--- config.mk ---
export PLATFORM = sky130hd
export DESIGN_NAME = pc_unit
export DESIGN_NICKNAME = d
export VERILOG_FILES = /design/src/rtl/pc_pkg.sv /design/src/rtl/pc_unit_ras_stack.sv /design/src/rtl/pc_unit.sv
export SDC_FILE = /design/constraint.sdc
export NUM_CORES = 1
export LEC_CHECK = 0
export ABC_AREA = 1
export BUFFER_PORTS_ARGS = -buffer_cell sky130_fd_sc_hd__buf_2
export CAP_MARGIN = 20
export CORE_MARGIN = 5
export CORE_UTILIZATION = 35
export DETAILED_ROUTE_END_ITERATION = 12
export MAX_ROUTING_LAYER = met4
export PLACE_DENSITY = 0.59
export SETUP_SLACK_MARGIN = 0.1
export SLEW_MARGIN = 5
export SYNTH_ARGS = -nofsm -noshare
export SYNTH_HDL_FRONTEND = slang
export SYNTH_SLANG_ARGS = --single-unit
--- constraint.sdc ---
create_clock -name clk_i -period 2.8 [get_ports clk_i]
set_clock_uncertainty 0.1 [all_clocks]
set_input_delay 0.56 -clock clk_i [delete_from_list [all_inputs] [get_ports clk_i]]
set_output_delay 0.56 -clock clk_i [all_outputs]
set_load 0.005 [all_outputs]
--- src/rtl/pc_pkg.sv ---
// Shared types, default widths and parameter checks for the program-counter unit.
package pc_pkg;

  localparam int unsigned DEF_ADDR_W      = 32;
  localparam int unsigned DEF_INSTR_BYTES = 4;
  localparam int unsigned DEF_RAS_DEPTH   = 4;

  // Next-PC source select, listed in no particular priority order
  typedef enum logic [2:0] {
    NPC_SEQ,
    NPC_JMP,
    NPC_RET,
    NPC_REDIR,
    NPC_HOLD
  } npc_sel_e;

  // RAS depth must be a power of two (pointer wraps naturally) and at least 2
  function automatic bit ras_depth_ok(input int unsigned depth);
    return (depth >= 2) && ((depth & (depth - 1)) == 0);
  endfunction

endpackage

--- src/rtl/pc_unit_ras_stack.sv ---
// Circular return-address stack: push/pop, pop-then-push, saturating count, sticky overflow.
module ras_stack
  import pc_pkg::*;
#(
  parameter int unsigned DEPTH = DEF_RAS_DEPTH,
  parameter int unsigned W     = DEF_ADDR_W
) (
  input  logic         clk_i,
  input  logic         rst_i,
  input  logic         push_i,
  input  logic         pop_i,
  input  logic [W-1:0] push_data_i,
  output logic [W-1:0] top_o,
  output logic         empty_o,
  output logic         full_o,
  output logic         ovf_o
);

  localparam int unsigned PTR_W = $clog2(DEPTH);
  localparam int unsigned CNT_W = PTR_W + 1;

  logic [W-1:0]     mem_q [DEPTH];
  logic [W-1:0]     mem_d [DEPTH];
  logic [PTR_W-1:0] ptr_q, ptr_d;
  logic [PTR_W-1:0] top_idx;
  logic [CNT_W-1:0] cnt_q, cnt_d;
  logic             empty_q, empty_d;
  logic             full_q, full_d;
  logic             ovf_q, ovf_d;

  // ptr_q is the next free slot; the top entry sits one below it
  assign top_idx = ptr_q - PTR_W'(1);
  assign top_o   = mem_q[top_idx];
  assign empty_o = empty_q;
  assign full_o  = full_q;
  assign ovf_o   = ovf_q;

  // Next stack state from the requested operation
  always_comb begin
    mem_d = mem_q;
    ptr_d = ptr_q;
    cnt_d = cnt_q;
    ovf_d = ovf_q;
    if (push_i && pop_i && !empty_q) begin
      // pop then push collapses to replacing the top entry
      mem_d[top_idx] = push_data_i;
    end else if (push_i) begin
      // when full, the slot at ptr_q is the oldest entry and gets overwritten
      mem_d[ptr_q] = push_data_i;
      ptr_d        = ptr_q + PTR_W'(1);
      if (full_q) begin
        ovf_d = 1'b1;
      end else begin
        cnt_d = cnt_q + CNT_W'(1);
      end
    end else if (pop_i && !empty_q) begin
      ptr_d = ptr_q - PTR_W'(1);
      cnt_d = cnt_q - CNT_W'(1);
    end
    empty_d = (cnt_d == '0);
    full_d  = (cnt_d == CNT_W'(DEPTH));
  end

  // Stack registers with synchronous active-low reset
  always_ff @(posedge clk_i) begin
    if (!rst_i) begin
      ptr_q   <= '0;
      cnt_q   <= '0;
      empty_q <= 1'b1;
      full_q  <= 1'b0;
      ovf_q   <= 1'b0;
      for (int unsigned i = 0; i < DEPTH; i++) begin
        mem_q[i] <= '0;
      end
    end else begin
      ptr_q   <= ptr_d;
      cnt_q   <= cnt_d;
      empty_q <= empty_d;
      full_q  <= full_d;
      ovf_q   <= ovf_d;
      mem_q   <= mem_d;
    end
  end

endmodule

--- src/rtl/pc_unit.sv ---
// Program counter at the head of IF: next-PC priority mux, PC register, incrementer and RAS.
module pc_unit
  import pc_pkg::*;
#(
  parameter int unsigned        ADDR_W      = DEF_ADDR_W,
  parameter logic [ADDR_W-1:0]  RESET_VEC   = '0,
  parameter int unsigned        INSTR_BYTES = DEF_INSTR_BYTES,
  parameter int unsigned        RAS_DEPTH   = DEF_RAS_DEPTH
) (
  input  logic              clk_i,
  input  logic              rst_i,
  input  logic              pc_write,
  input  logic              redirect_i,
  input  logic [ADDR_W-1:0] redirect_pc_i,
  input  logic              jump_i,
  input  logic              call_i,
  input  logic [ADDR_W-1:0] jump_pc_i,
  input  logic [ADDR_W-1:0] link_pc_i,
  input  logic              ret_i,
  input  logic [ADDR_W-1:0] ret_pc_i,
  output logic [ADDR_W-1:0] pc_out_o,
  output logic [ADDR_W-1:0] pc_plus_o,
  output logic              ras_empty_o,
  output logic              ras_full_o,
  output logic              ras_ovf_o
);

  if (!ras_depth_ok(RAS_DEPTH)) begin : g_depth_check
    $error("pc_unit: RAS_DEPTH must be a power of two and at least 2");
  end

  logic [ADDR_W-1:0] pc_q, pc_d;
  logic [ADDR_W-1:0] ras_top;
  logic              advance;
  logic              ras_push;
  logic              ras_pop;
  npc_sel_e          npc_sel;

  assign pc_out_o  = pc_q;
  assign pc_plus_o = pc_q + ADDR_W'(INSTR_BYTES);

  // RAS only moves when the ID-stage control flow actually takes effect
  assign advance  = pc_write && !redirect_i;
  assign ras_push = advance && call_i;
  assign ras_pop  = advance && ret_i;

  ras_stack #(
    .DEPTH (RAS_DEPTH),
    .W     (ADDR_W)
  ) u_ras (
    .clk_i       (clk_i),
    .rst_i       (rst_i),
    .push_i      (ras_push),
    .pop_i       (ras_pop),
    .push_data_i (link_pc_i),
    .top_o       (ras_top),
    .empty_o     (ras_empty_o),
    .full_o      (ras_full_o),
    .ovf_o       (ras_ovf_o)
  );

  // Priority select: flush beats stall, return beats jump/call, else sequential
  always_comb begin
    npc_sel = NPC_SEQ;
    if (redirect_i) begin
      npc_sel = NPC_REDIR;
    end else if (!pc_write) begin
      npc_sel = NPC_HOLD;
    end else if (ret_i) begin
      npc_sel = NPC_RET;
    end else if (jump_i || call_i) begin
      npc_sel = NPC_JMP;
    end
  end

  // Next-PC mux; an empty RAS falls back to the register-file return address
  always_comb begin
    pc_d = pc_q;
    case (npc_sel)
      NPC_REDIR: pc_d = redirect_pc_i;
      NPC_HOLD:  pc_d = pc_q;
      NPC_RET:   pc_d = ras_empty_o ? ret_pc_i : ras_top;
      NPC_JMP:   pc_d = jump_pc_i;
      default:   pc_d = pc_plus_o;
    endcase
  end

  // PC register with synchronous active-low reset
  always_ff @(posedge clk_i) begin
    if (!rst_i) begin
      pc_q <= RESET_VEC;
    end else begin
      pc_q <= pc_d;
    end
  end

endmodule

# Yosys cells after proc, flatten, opt, wreduce, memory -nomap -nowiden
# Index checks and enable logic that the tools add are counted.
[word_totals]
wordCells = 66
output_inout_bits = 67
inputBits = 135
reg_bits = 168
[op_classes]
n_bitwise = 3
magnitude_cmp = 4
addsub = 5
mux = 23
n_reduce_logical = 16
eq_ne = 5
[op_table]
columns = ["op", "count"]
rows = [
  ["128-bit bitwise mux", 2],
  ["128-bit two-way mux", 2],
  ["32-bit two-way mux", 5],
  ["32-bit demux with 2-bit select", 2],
  ["32-bit one-hot mux with 4 select lines", 1],
  ["32-bit binary-select mux with 2-bit select", 1],
  ["32-bit by 3-bit adder with 32-bit output, second input constant", 1],
  ["3-bit two-way mux", 6],
  ["1-bit logical AND", 8],
  ["3-bit by 2-bit equality test with 1-bit output, second input constant", 2],
  ["3-bit equality test, second input constant", 2],
  ["3-bit >= comparator, second input constant", 2],
  ["3-bit by 1-bit less-than comparator with 1-bit output, second input constant", 2],
  ["2-bit two-way mux", 3],
  ["2-bit NOT with 3-bit output", 2],
  ["2-bit nonzero test", 2],
  ["3-bit by 1-bit adder with 3-bit output, second input constant", 1],
  ["3-bit by 1-bit equality test with 1-bit output, second input constant", 1],
  ["3-bit zero test", 1],
  ["3-bit AND reduction", 1],
  ["3-bit by 1-bit subtractor with 3-bit output, second input constant", 1],
  ["2-bit by 1-bit adder with 2-bit output, second input constant", 1],
  ["1-bit zero test", 2],
  ["2-bit AND reduction", 1],
  ["4 further kinds", 4],
]

# Logic depth before layout (Yosys ltp)
# Gate-level depths: netlist of run 1.
[logic_depth]
word_depth = 8
ltp_mapped = 13
depth_no_buf = 10

# Cells and area by module
# From an unflattened synthesis of run 1, not the netlist that was laid out.
[hier_totals]
hier_cells = 1393
hier_area_um2 = 9181.3
[modules_own_cells]
columns = ["module", "seq_area_each_um2", "instances", "cells_each", "area_per_inst_um2"]
rows = [
  ["ras_stack", 2722.6, 1, 815, 5934.4],
  ["pc_unit", 640.6, 1, 578, 3246.9],
]

# Least setup slack after synthesis of run 1
# OpenSTA, ideal clock, no wires.
[synth_path]
path_type = "register to register"
start = "reg u_ras.ptr_q[0]"
end = "reg pc_q[18] (netlist: pc_out_o[18])"
required_time_ns = 2.568
stages_incl_launch_ff = 13
setup_ns = 0.132
period_less_slack_ns = 2.399
arrival_time_ns = 2.167
slack_ns = 0.401
n_path_buf = 4
cell_sequence = "dfxtp_1 > inv_1 > buf_2 > buf_1 > ha_1 > clkbuf_1 > inv_1 > buf_1 > nand3_1 > nand2_1 > a21oi_1 > nor3b_1 > a21oi_1"
[synth_between]
elab_chain_cells = 7
[synth_lines]
columns = ["item", "line", "rtl"]
rows = [
  ["from (decl)", "pc_unit_ras_stack.sv:24", "logic [PTR_W-1:0] ptr_q, ptr_d;"],
  ["from (signal assigned)", "pc_unit_ras_stack.sv:76", "ptr_q <= ptr_d;"],
  ["2-bit by 1-bit subtractor with 2-bit output", "pc_unit_ras_stack.sv:32", "assign top_idx = ptr_q - PTR_W'(1);"],
  ["named net u_ras.top_idx[0]", "pc_unit_ras_stack.sv:25", "logic [PTR_W-1:0] top_idx;"],
  ["2-bit NOT with 3-bit output (not written as such)", "pc_unit_ras_stack.sv:33", "assign top_o = mem_q[top_idx];"],
  ["32-bit binary-select mux with 2-bit select", "pc_unit_ras_stack.sv:33", ""],
  ["32-bit two-way mux (not written as such) (2 in a row)", "pc_unit_ras_stack.sv:33", ""],
  ["32-bit two-way mux", "pc_unit.sv:82", "NPC_RET: pc_d = ras_empty_o ? ret_pc_i : ras_top;"],
  ["32-bit one-hot mux with 4 select lines", "pc_unit.sv:79", "case (npc_sel)"],
  ["to (signal assigned)", "pc_unit.sv:93", "pc_q <= pc_d;"],
  ["to (decl)", "pc_unit.sv:32", "logic [ADDR_W-1:0] pc_q, pc_d;"],
]
# The timed path passes the listed nets, and every way through them passes these cells. The select of a mux whose other input is x is not followed.
# A chain may end at the register's enable or synchronous reset.

# Final worst setup path of run 1
[layout_path]
start = "reg pc_q[2] (netlist: pc_out_o[2])"
end = "out pc_plus_o[10]"
[layout_between]
elab_chain_cells = 1
[layout_lines]
columns = ["item", "line", "rtl"]
rows = [
  ["32-bit by 3-bit adder with 32-bit output", "pc_unit.sv:40", "assign pc_plus_o = pc_q + ADDR_W'(INSTR_BYTES);"],
  ["to (decl)", "pc_unit.sv:22", "output logic [ADDR_W-1:0] pc_plus_o,"],
]
# No other way between the ends.

==> results of run 1 <==
==> metal layers <==
metal  GRT usage (%)  share of wire, %
met5               -                 0
met4            7.78               2.8
met3            4.46               7.1
met2            34.8                45
met1            28.7                45
==> repair_timing <==
action | CTS | global route
setup buffers | 0 | 1
setup endpoints to repair | 12 | 19
gates resized for setup | 13 | 19
pin swaps | 1 | 2
==> final cells by class <==
type	count	area share [%]
Antenna cell	5	0.113
Sequential cell	168	30.4
Multi-Input combinational cell	1074	44.8
Inverter	98	3.31
Timing Repair Buffer	238	12.0
Tap cell	330	3.71
Clock buffer	17	3.83
Clock inverter	15	1.87
==> cells by family after synthesis <==
logic type | after synthesis | synth area share (%)
AND/OR/NAND/NOR | 739 | 33.1
AO/OA/AOI/OAI | 316 | 19.0
buffers and inverters | 184 | 8.49
flip-flops | 168 | 37.2
XOR/XNOR | 11 | 1.07
adder cells (fa/ha/maj) | 8 | 1.11
==> sequential cells by signal, summed over array words and instances (netlist names) <==
signal,count
u_ras.ovf_o,1
pc_out_o,32
u_ras.ptr_q,2
u_ras.empty_o,1
u_ras.full_o,1
u_ras.cnt_q,3
u_ras.mem_q,128
==> cell usage in the layout, fill, tap and decap left out, drive strengths merged <==
cell type / n
a21boi: 1
a21oi: 84
a22oi: 15
a31oi: 1
and2: 5
buf: 238
bufinv: 2
clkbuf: 17
clkinv: 5
clkinvlp: 1
dfxtp: 168
diode: 5
ha: 8
inv: 105
nand2: 302
nand3: 76
nand3b: 2
nand4: 6
nor2: 339
nor3: 4
nor3b: 1
o211ai: 22
o21ai: 190
o221ai: 3
or2: 4
xnor2: 4
xor2: 7
==> worst paths after layout <==
check	from	to	slack (ns)	cells past startpoint
worst max-delay path	pc_out_o[2]	pc_plus_o[10]	0.20	8
worst min-delay path	jump_pc_i[0]	pc_out_o[0]	0.30	3
worst max register to register	u_ras.ptr_q[0]	u_ras.mem_q[49]	0.57	9
worst min register to register	u_ras.mem_q[20]	u_ras.mem_q[20]	0.35	2
==> power by group through the flow <==
stage	logic (mW)	clock network [mW]	registers [mW]
after floorplan	0.722	0	2.63
after global routing	1.43	2.65	2.62
after detailed placement	1.27	0	2.65
after global placement	1.27	0	2.65
final	1.28	2.52	2.60
after CTS	1.28	2.55	2.59
==> tightest hold or removal path: stages <==
cell and delay, ns:
buf_2 0.07, a21oi_1 0.05, a21oi_1 0.12
==> per-stage QoR <==
stage	area [µm²]	utilization [%]	instances	total power, mW	setup WS [ns]
floorplan	9030	-	1426	3.35	0.401
global placement	10400	41.0	1907	3.91	0.349
finish	11100	43.9	1945	6.40	0.201
CTS	11000	43.6	1939	6.43	0.0604
global route	11100	43.9	1944	6.70	0.0701
detailed placement	10400	41.0	1907	3.92	0.333
==> impl_metrics.yaml, run 1 <==
global_route:
  antenna_found_initial: 4
  overflow: 0
  grt_max_degree: 139
  grt_use_total_pct: 22.2
  grt_pass1_wl_um: 49500
  grt_pass1_vias: 9062
pwr:
  p_leak_nw: 4.73
  vdd_drop_max_uv: 382
  power.share.combinational_pct: 20.0
  switchingPower_mw: 2.05
  seqPwrFrac_pct: 40.7
  p_int_mw: 4.34
  pwr-share-clk_pct: 39.3
  switching_share_pct: 32.1
  power_density_nw_per_um2: 575
yosys:
  yosysUniqueCellTypes: 35
  netlist_top_cells_count: "nor2_1 (336), nand2_1 (299), o21ai_0 (172)"
  synth.top_cell.area_share_pct: 37.2
  synthTopCellsByArea: "dfxtp_1 (37%), nor2_1 (14%), nand2_1 (12%)"
  ys.flop_type: "dfxtp_1"
  yosysTopAreaCell: "dfxtp_1"
  async_flop_share_pct: 0
  ys_seq_area_share_pct: 37.2
  ys_ff_latch: 168
  synth_edf_count: 0
  netlist_area_um2: 9030
  avgSynthCellArea_um2: 6.33
  ys_warn_count: 0
  synth.net_count: 1569
  synth_most_common_cell: "nor2_1"
  synthCells: 1426
critical_path:
  required_ns: 2.14
  worst_path_most_repeated_cell: "inv_1"
  criticalPathCategory: "reg2out"
  critical-path-top-delay-family: "buffers and inverters"
  slowest_delay_ns: 0.37
  crit_chain: "ha_2 > inv_1 > nor2_4 > nand2_2 > buf_4 > xor2_2 > inv_1 > buf_2"
  cp_max_fo: 5
  slowest_stage: "dfxtp_2"
  cp.arrival_ns: 1.94
  critPathLaunchType: "register"
  path_buf_inv: 4
  crit_path_end_kind: "output port"
floorplan:
  io-pin-count: 202
  dieArea_um2: 29100
  coreArea_um2: 25300
  die_x_um: 171
  die_y_um: 171
  initial_utilization_pct: 35.7
  rows: 58
routing:
  drt_wl_total_um: 32600
  post-route-drc-count: 0
  first_pass_iters: 5
  via_count: 9788
  drt_iter0_drc: 841
  routedWlPerCell_um: 16.8
  ant_nets: 0
  avgViaCountPerCell: 5.03
cells_and_area:
  final_layout_size_suffix_gt1_share_pct: 20.2
  areaGrowthSynthToFinish_pct: 23.0
  multiInputGateArea_um2: 4980
  fin_nets: 1740
  fillers: 2761
  ff_latch_area_um2: 3380
sta:
  tightest_slew_ns: 0.582
  setup_tns_ns: 0
  max_slew_margin_pct: 61.2
  setup_viol: 0
  period_share_pct: 92.8
  whs_ns: 0.301
  hold_violations: 0
  fmax_mhz: 385
  maxSlewViolCount: 0
  rsz0062_at_grt: "yes"
  final.min_clock_period_ns: 2.60
clock_tree:
  cts_buffer_depth: 2
  numCtsBuffers: 17
  clock_sinks: 168
  tritoncts: "yes"
  root_buffer: "clkbuf_16"
  cts_hold_buf: 0
  clock_latency_ns: 0.44
  clk_pin_slew_ns: 0.08
  htreeDepth: 4
min_path:
  hold_path_class: "in2reg"
place:
  port_buffers: 201
  place_congestion: 0.979
  dp_hpwl_um: 23900
flow_run:
  max_cap_violations: 0
run_status:
  status: "completed"
(Power assumes the default switching activity.)
==> run 2, diff against run 1 <==
--- a/config.mk
+++ b/config.mk
@@ -10,6 +10,7 @@
 export CAP_MARGIN = 20
 export CORE_MARGIN = 5
 export CORE_UTILIZATION = 35
+export CTS_BUF_LIST = sky130_fd_sc_hd__clkbuf_8
 export DETAILED_ROUTE_END_ITERATION = 12
 export MAX_ROUTING_LAYER = met4
 export PLACE_DENSITY = 0.59
==> run 2 against run 1 <==
Against the previous run:
- utilization fell by 0.65 points
- maximum frequency is 0.68% lower
- final area down 1.5%
- final cell count hardly changed
- highest routed layer unchanged
- routed wire length barely moved
- sequential share of layout area increased by 0.64 points
- worst setup slack got worse by 0.018 ns
- first-iteration DRC count grew 14%
- power decreased by 9.4%
- worst hold slack worse by 0.035 ns
- combinational power is essentially flat
- clock-buffer cell count unchanged
==> impl_metrics.yaml, run 2 (synthesis gave the netlist of run 1 again) <==
clock_tree:
  htreeDepth: 4
  root_buffer: "clkbuf_8"
  cts_hold_buf: 0
  cts_buffer_depth: 2
  clk_pin_slew_ns: 0.11
  clock_sinks: 168
  clock_latency_ns: 0.47
  tritoncts: "yes"
  numCtsBuffers: 17
critical_path:
  slowest_stage: "dfxtp_4"
  rr_startpoint: "u_ras.ptr_q[0]"
  path_buf_inv: 3
  cp_max_fo: 5
  required_ns: 2.14
  critical-path-top-delay-family: "simple AND/OR/NAND/NOR gates"
  critPathLaunchType: "register"
  r2r_slack_ns: 0.57
  crit_path_end_kind: "output port"
  cp.arrival_ns: 1.96
  crit_chain: "ha_2 > inv_1 > nor2_4 > nand3_1 > inv_2 > nand4_1 > and2_1 > buf_2"
  r2r.worst_path.cells: 9
  criticalPathCategory: "reg2out"
  rr_endpoint: "u_ras.mem_q[49]"
  slowest_delay_ns: 0.39
routing:
  wl_met2_um: 14800
  dr_wl_met3_um: 2450
  drt_wl_total_um: 32600
  post-route-drc-count: 0
  wl_met1_um: 14500
  ant_nets: 0
  routedWlPerCell_um: 16.8
  drt_iter0_drc: 958
  via_count: 9824
  avgViaCountPerCell: 5.05
  highest_layer: "met4"
  first_pass_iters: 5
cells_and_area:
  multiInputGateArea_um2: 4990
  layout_commonest_cell: "nor2_1"
  fillers: 2778
  ff_latch_area_um2: 3400
  final_cell_mix: "nor2_1 (325), nand2_1 (298), buf_2 (201)"
  largest_register_ffs: 128
  largest-register: "u_ras.mem_q"
  final_layout_size_suffix_gt1_share_pct: 20.5
  fin_nets: 1740
  areaGrowthSynthToFinish_pct: 21.2
place:
  place_congestion: 0.979
  port_buffers: 201
  dp_hpwl_um: 23900
  post-place-ws_ns: 0.333
min_path:
  hold_path_startpoint: "jump_pc_i[0]"
  hold_path_class: "in2reg"
  hold_depth: 3
  holdPathEnd: "pc_out_o[0]"
run_status:
  status: "completed"
sta:
  final.min_clock_period_ns: 2.62
  setup_tns_ns: 0
  fmax_mhz: 382
  setup_viol: 0
  rsz0062_at_grt: "yes"
  max_slew_margin_pct: 61.7
  setup_ws_ns: 0.183
  tightest_slew_ns: 0.575
  maxSlewViolCount: 0
  hold_violations: 0
  period_share_pct: 93.5
flow_run:
  max_cap_violations: 0
global_route:
  grt_use_total_pct: 22.2
  overflow: 0
  grt_max_degree: 139
  antenna_found_initial: 4
  grt_pass1_vias: 9024
  grt_pass1_wl_um: 49300
floorplan:
  coreArea_um2: 25300
  rows: 58
  io-pin-count: 202
  dieArea_um2: 29100
  initial_utilization_pct: 35.7
  die_y_um: 171
  die_x_um: 171
pwr:
  power_density_nw_per_um2: 529
  vdd_drop_max_uv: 232
  p_leak_nw: 4.67
run 2: layout make-up:
class	count	share of cell area, %
Antenna cell	4	0.0914
Timing Repair Buffer	238	12.2
Sequential cell	168	31.0
Multi-Input combinational cell	1074	45.5
Clock inverter	15	1.90
Clock buffer	17	2.14
Tap cell	330	3.77
Inverter	98	3.36
run 2: per-stage QoR:
| stage | cells | hold slack, ns | power [mW] | util, % | instance area (µm²) |
|---|---|---|---|---|---|
| global route | 1944 | 0.249 | 6.09 | 43.2 | 11000 |
| global placement | 1907 | 0.335 | 3.91 | 41.0 | 10400 |
| CTS | 1939 | 0.235 | 5.83 | 42.9 | 10900 |
| detailed placement | 1907 | 0.338 | 3.92 | 41.0 | 10400 |
| finish | 1944 | 0.266 | 5.80 | 43.2 | 11000 |
| floorplan | 1426 | 0.324 | 3.35 | - | 9030 |
run 2: what timing repair did:
item / 4_1_cts / 5_1_grt
gates cloned: 0 / 0
pin swaps: 2 / 5
setup endpoints to repair: 19 / 17
gates resized for setup: 21 / 24
setup buffers: 0 / 1
run 2: report_power, final:
part           switching, mW  internal, mW
clock                   1.07         0.849
sequential            0.0953          2.50
combinational          0.819         0.462
total                   1.98          3.82
run 2: worst max path at each step:
stage | from | end | slack, ns | cells past startpoint
5_1_grt | pc_out_o[3] | pc_plus_o[10] | 0.08 | 8
3_3_place_gp | pc_out_o[2] | pc_plus_o[12] | 0.35 | 8
6_report | pc_out_o[2] | pc_plus_o[22] | 0.18 | 8
2_1_floorplan | u_ras.ptr_q[0] | pc_out_o[18] | 0.40 | 12
4_1_cts | pc_out_o[6] | pc_plus_o[21] | 0.1 | 6
3_5_place_dp | pc_out_o[2] | pc_plus_o[12] | 0.33 | 8
run 2: routing by layer:
metal,global-route usage [%],up-vias
met5,-,-
li1,-,4945
met2,34.8,356
met4,7.33,0
met3,4.62,49
met1,28.6,4474
run 2: worst register-to-register path, delay by kind of cell, from the launching register on:
kind | cells | cell delay, ns
AND/OR/NAND/NOR | 4 | 0.56
buffers and inverters | 4 | 0.94
flip-flops | 1 | 0.34
adder cells (fa/ha/maj) | 1 | 0.22
==> run 3, diff against run 2 <==
--- a/config.mk
+++ b/config.mk
@@ -14,6 +14,7 @@
 export DETAILED_ROUTE_END_ITERATION = 12
 export MAX_ROUTING_LAYER = met4
 export PLACE_DENSITY = 0.59
+export RECOVER_POWER = 100
 export SETUP_SLACK_MARGIN = 0.1
 export SLEW_MARGIN = 5
 export SYNTH_ARGS = -nofsm -noshare
==> run 3 against run 2 <==
Against the previous run:
- maximum frequency decreased by 3.3%
- sequential cell count unchanged
- sequential power about the same
- first-iteration DRC count decreased by 2.3%
- register-to-register slack got worse by 0.30 ns
- clock power about the same
- sequential share of layout area increased by 0.11 points
- clock-buffer cell count unchanged
- critical path type unchanged
- largest cell class unchanged
==> impl_metrics.yaml, run 3 (synthesis gave the netlist of run 1 again) <==
routing:
  avgViaCountPerCell: 5.05
  post-route-drc-count: 0
  ant_nets: 0
  drt_wl_total_um: 32600
  drt_iter0_drc: 936
  routedWlPerCell_um: 16.8
  via_count: 9817
  first_pass_iters: 6
clock_tree:
  cts_hold_buf: 0
  clk_pin_slew_ns: 0.11
  cts_buffer_depth: 2
  root_buffer: "clkbuf_8"
  clock_latency_ns: 0.47
  tritoncts: "yes"
  numCtsBuffers: 17
  clock_sinks: 168
  htreeDepth: 4
cells_and_area:
  final_cell_mix: "nor2_1 (325), nand2_1 (298), buf_2 (184)"
  areaGrowthSynthToFinish_pct: 20.5
  fin_nets: 1740
  final_layout_size_suffix_gt1_share_pct: 18.6
  fin_area_um2: 10900
  largest-register: "u_ras.mem_q"
  stdcell_count: 1944
  largest_register_ffs: 128
  layout_commonest_cell: "nor2_1"
pwr:
  power_density_nw_per_um2: 531
  vdd_drop_max_uv: 234
  fin_total_pwr_mw: 5.78
  p_leak_nw: 4.59
min_path:
  hold_path_startpoint: "jump_pc_i[0]"
  hold_path_class: "in2reg"
sta:
  setup_tns_ns: 0
  tightest_slew_ns: 0.877
  period_share_pct: 96.7
  whs_ns: 0.270
  maxSlewViolCount: 0
  fmax_mhz: 369
  rsz0062_at_grt: "yes"
  final.min_clock_period_ns: 2.71
  setup_viol: 0
  hold_violations: 0
  max_slew_margin_pct: 41.5
critical_path:
  r2r_slack_ns: 0.27
  cp.arrival_ns: 2.05
  critical-path-top-delay-family: "simple AND/OR/NAND/NOR gates"
  critPathLaunchType: "register"
  path_buf_inv: 2
  startpoint: "pc_out_o[6]"
  criticalPathCategory: "reg2out"
  r2r.worst_path.cells: 8
  slowest_delay_ns: 0.45
  cp_max_fo: 5
  rr_endpoint: "u_ras.mem_q[111]"
  endpoint: "pc_plus_o[22]"
  cp.depth: 7
  slowest_stage: "dfxtp_1"
  crit_path_end_kind: "output port"
  crit_chain: "nand2_1 > nor2_1 > nand3_1 > inv_2 > nand4_1 > and2_1 > buf_2"
  required_ns: 2.14
  rr_startpoint: "u_ras.empty_o"
place:
  port_buffers: 201
  dp_hpwl_um: 23900
  place_congestion: 0.979
  place_area_um2: 10400
  dpl.cell_count: 1907
floorplan:
  initial_utilization_pct: 35.7
  rows: 58
  dieArea_um2: 29100
  die_x_um: 171
  die_y_um: 171
  io-pin-count: 202
  coreArea_um2: 25300
global_route:
  overflow: 0
  antenna_found_initial: 4
  grt_pass1_wl_um: 49300
  grt_pass1_vias: 9024
  grt_max_degree: 139
  grt_use_total_pct: 22.2
flow_run:
  max_cap_violations: 0
run_status:
  status: "completed"
## run 3: cell types whose count changed in the layout (fill, tap and decap cells not counted), moves of 7 or more
cell      change
dfxtp_2       -7
o21ai_1       -7
dfxtp_1       +7
o21ai_0       +7
clkbuf_2      +7
buf_4        -10
buf_2        -17
clkbuf_1     +19
## run 3: report_power, final
part / internal (mW) / total (mW) / leakage (nW) / switching [mW]
Combinational: 0.451 / 1.27 / 3.00 / 0.816
Clock: 0.849 / 1.91 / 0.217 / 1.06
Sequential: 2.50 / 2.60 / 1.37 / 0.0962
Total: 3.80 / 5.78 / 4.59 / 1.98
## run 3: worst min path at each step
| stage | depth (start not counted) | endpoint |
|---|---|---|
| CTS | 3 | u_ras.mem_q[37] |
| global route | 3 | u_ras.mem_q[22] |
| floorplan | 2 | u_ras.mem_q[19] |
| global placement | 2 | u_ras.mem_q[19] |
| detailed placement | 2 | u_ras.mem_q[20] |
| finish | 3 | pc_out_o[0] |
## run 3: routing by layer
metal	GRT usage (%)	wire, µm	up-vias
li1	-	-	4948
met1	28.6	14500	4450
met2	34.8	14800	370
met3	4.62	2530	49
met4	7.33	856	0
met5	-	0	-
## run 3: cell type report
cell class / instances / area, µm²
clock buffers: 17 / 234
flip-flops and latches: 168 / 3390
inverters: 98 / 368
repair buffers: 238 / 1290
diodes: 4 / 10.0
fillers: 2801 / 14400
clock inverters: 15 / 208
well taps: 330 / 413
multi-input cells: 1074 / 4980
## run 3: worst reg2reg max path: stages, from the launching register on
cell	delay [ns]
dfxtp_1	0.33
clkbuf_1	0.60
nor2_4	0.12
or2_1	0.25
nand3_1	0.43
inv_1	0.12
clkbuf_2	0.28
nor2_1	0.15
nor2_1	0.06
## run 3: metrics by stage
| stage | utilization [%] | worst slack (ns) |
|---|---|---|
| 6_report | 43.0 | 0.0935 |
| 5_1_grt | 43.0 | 0.0416 |
| 4_1_cts | 42.9 | 0.0954 |
| 3_5_place_dp | 41.0 | 0.333 |
| 3_3_place_gp | 41.0 | 0.349 |
| 2_1_floorplan | - | 0.401 |
## run 3: what timing repair did
action | 4_1_cts | 5_1_grt
buffers inserted | 0 | 1
pin swaps | 2 | 5
setup endpoints to repair | 19 | 17
resized for setup | 21 | 24
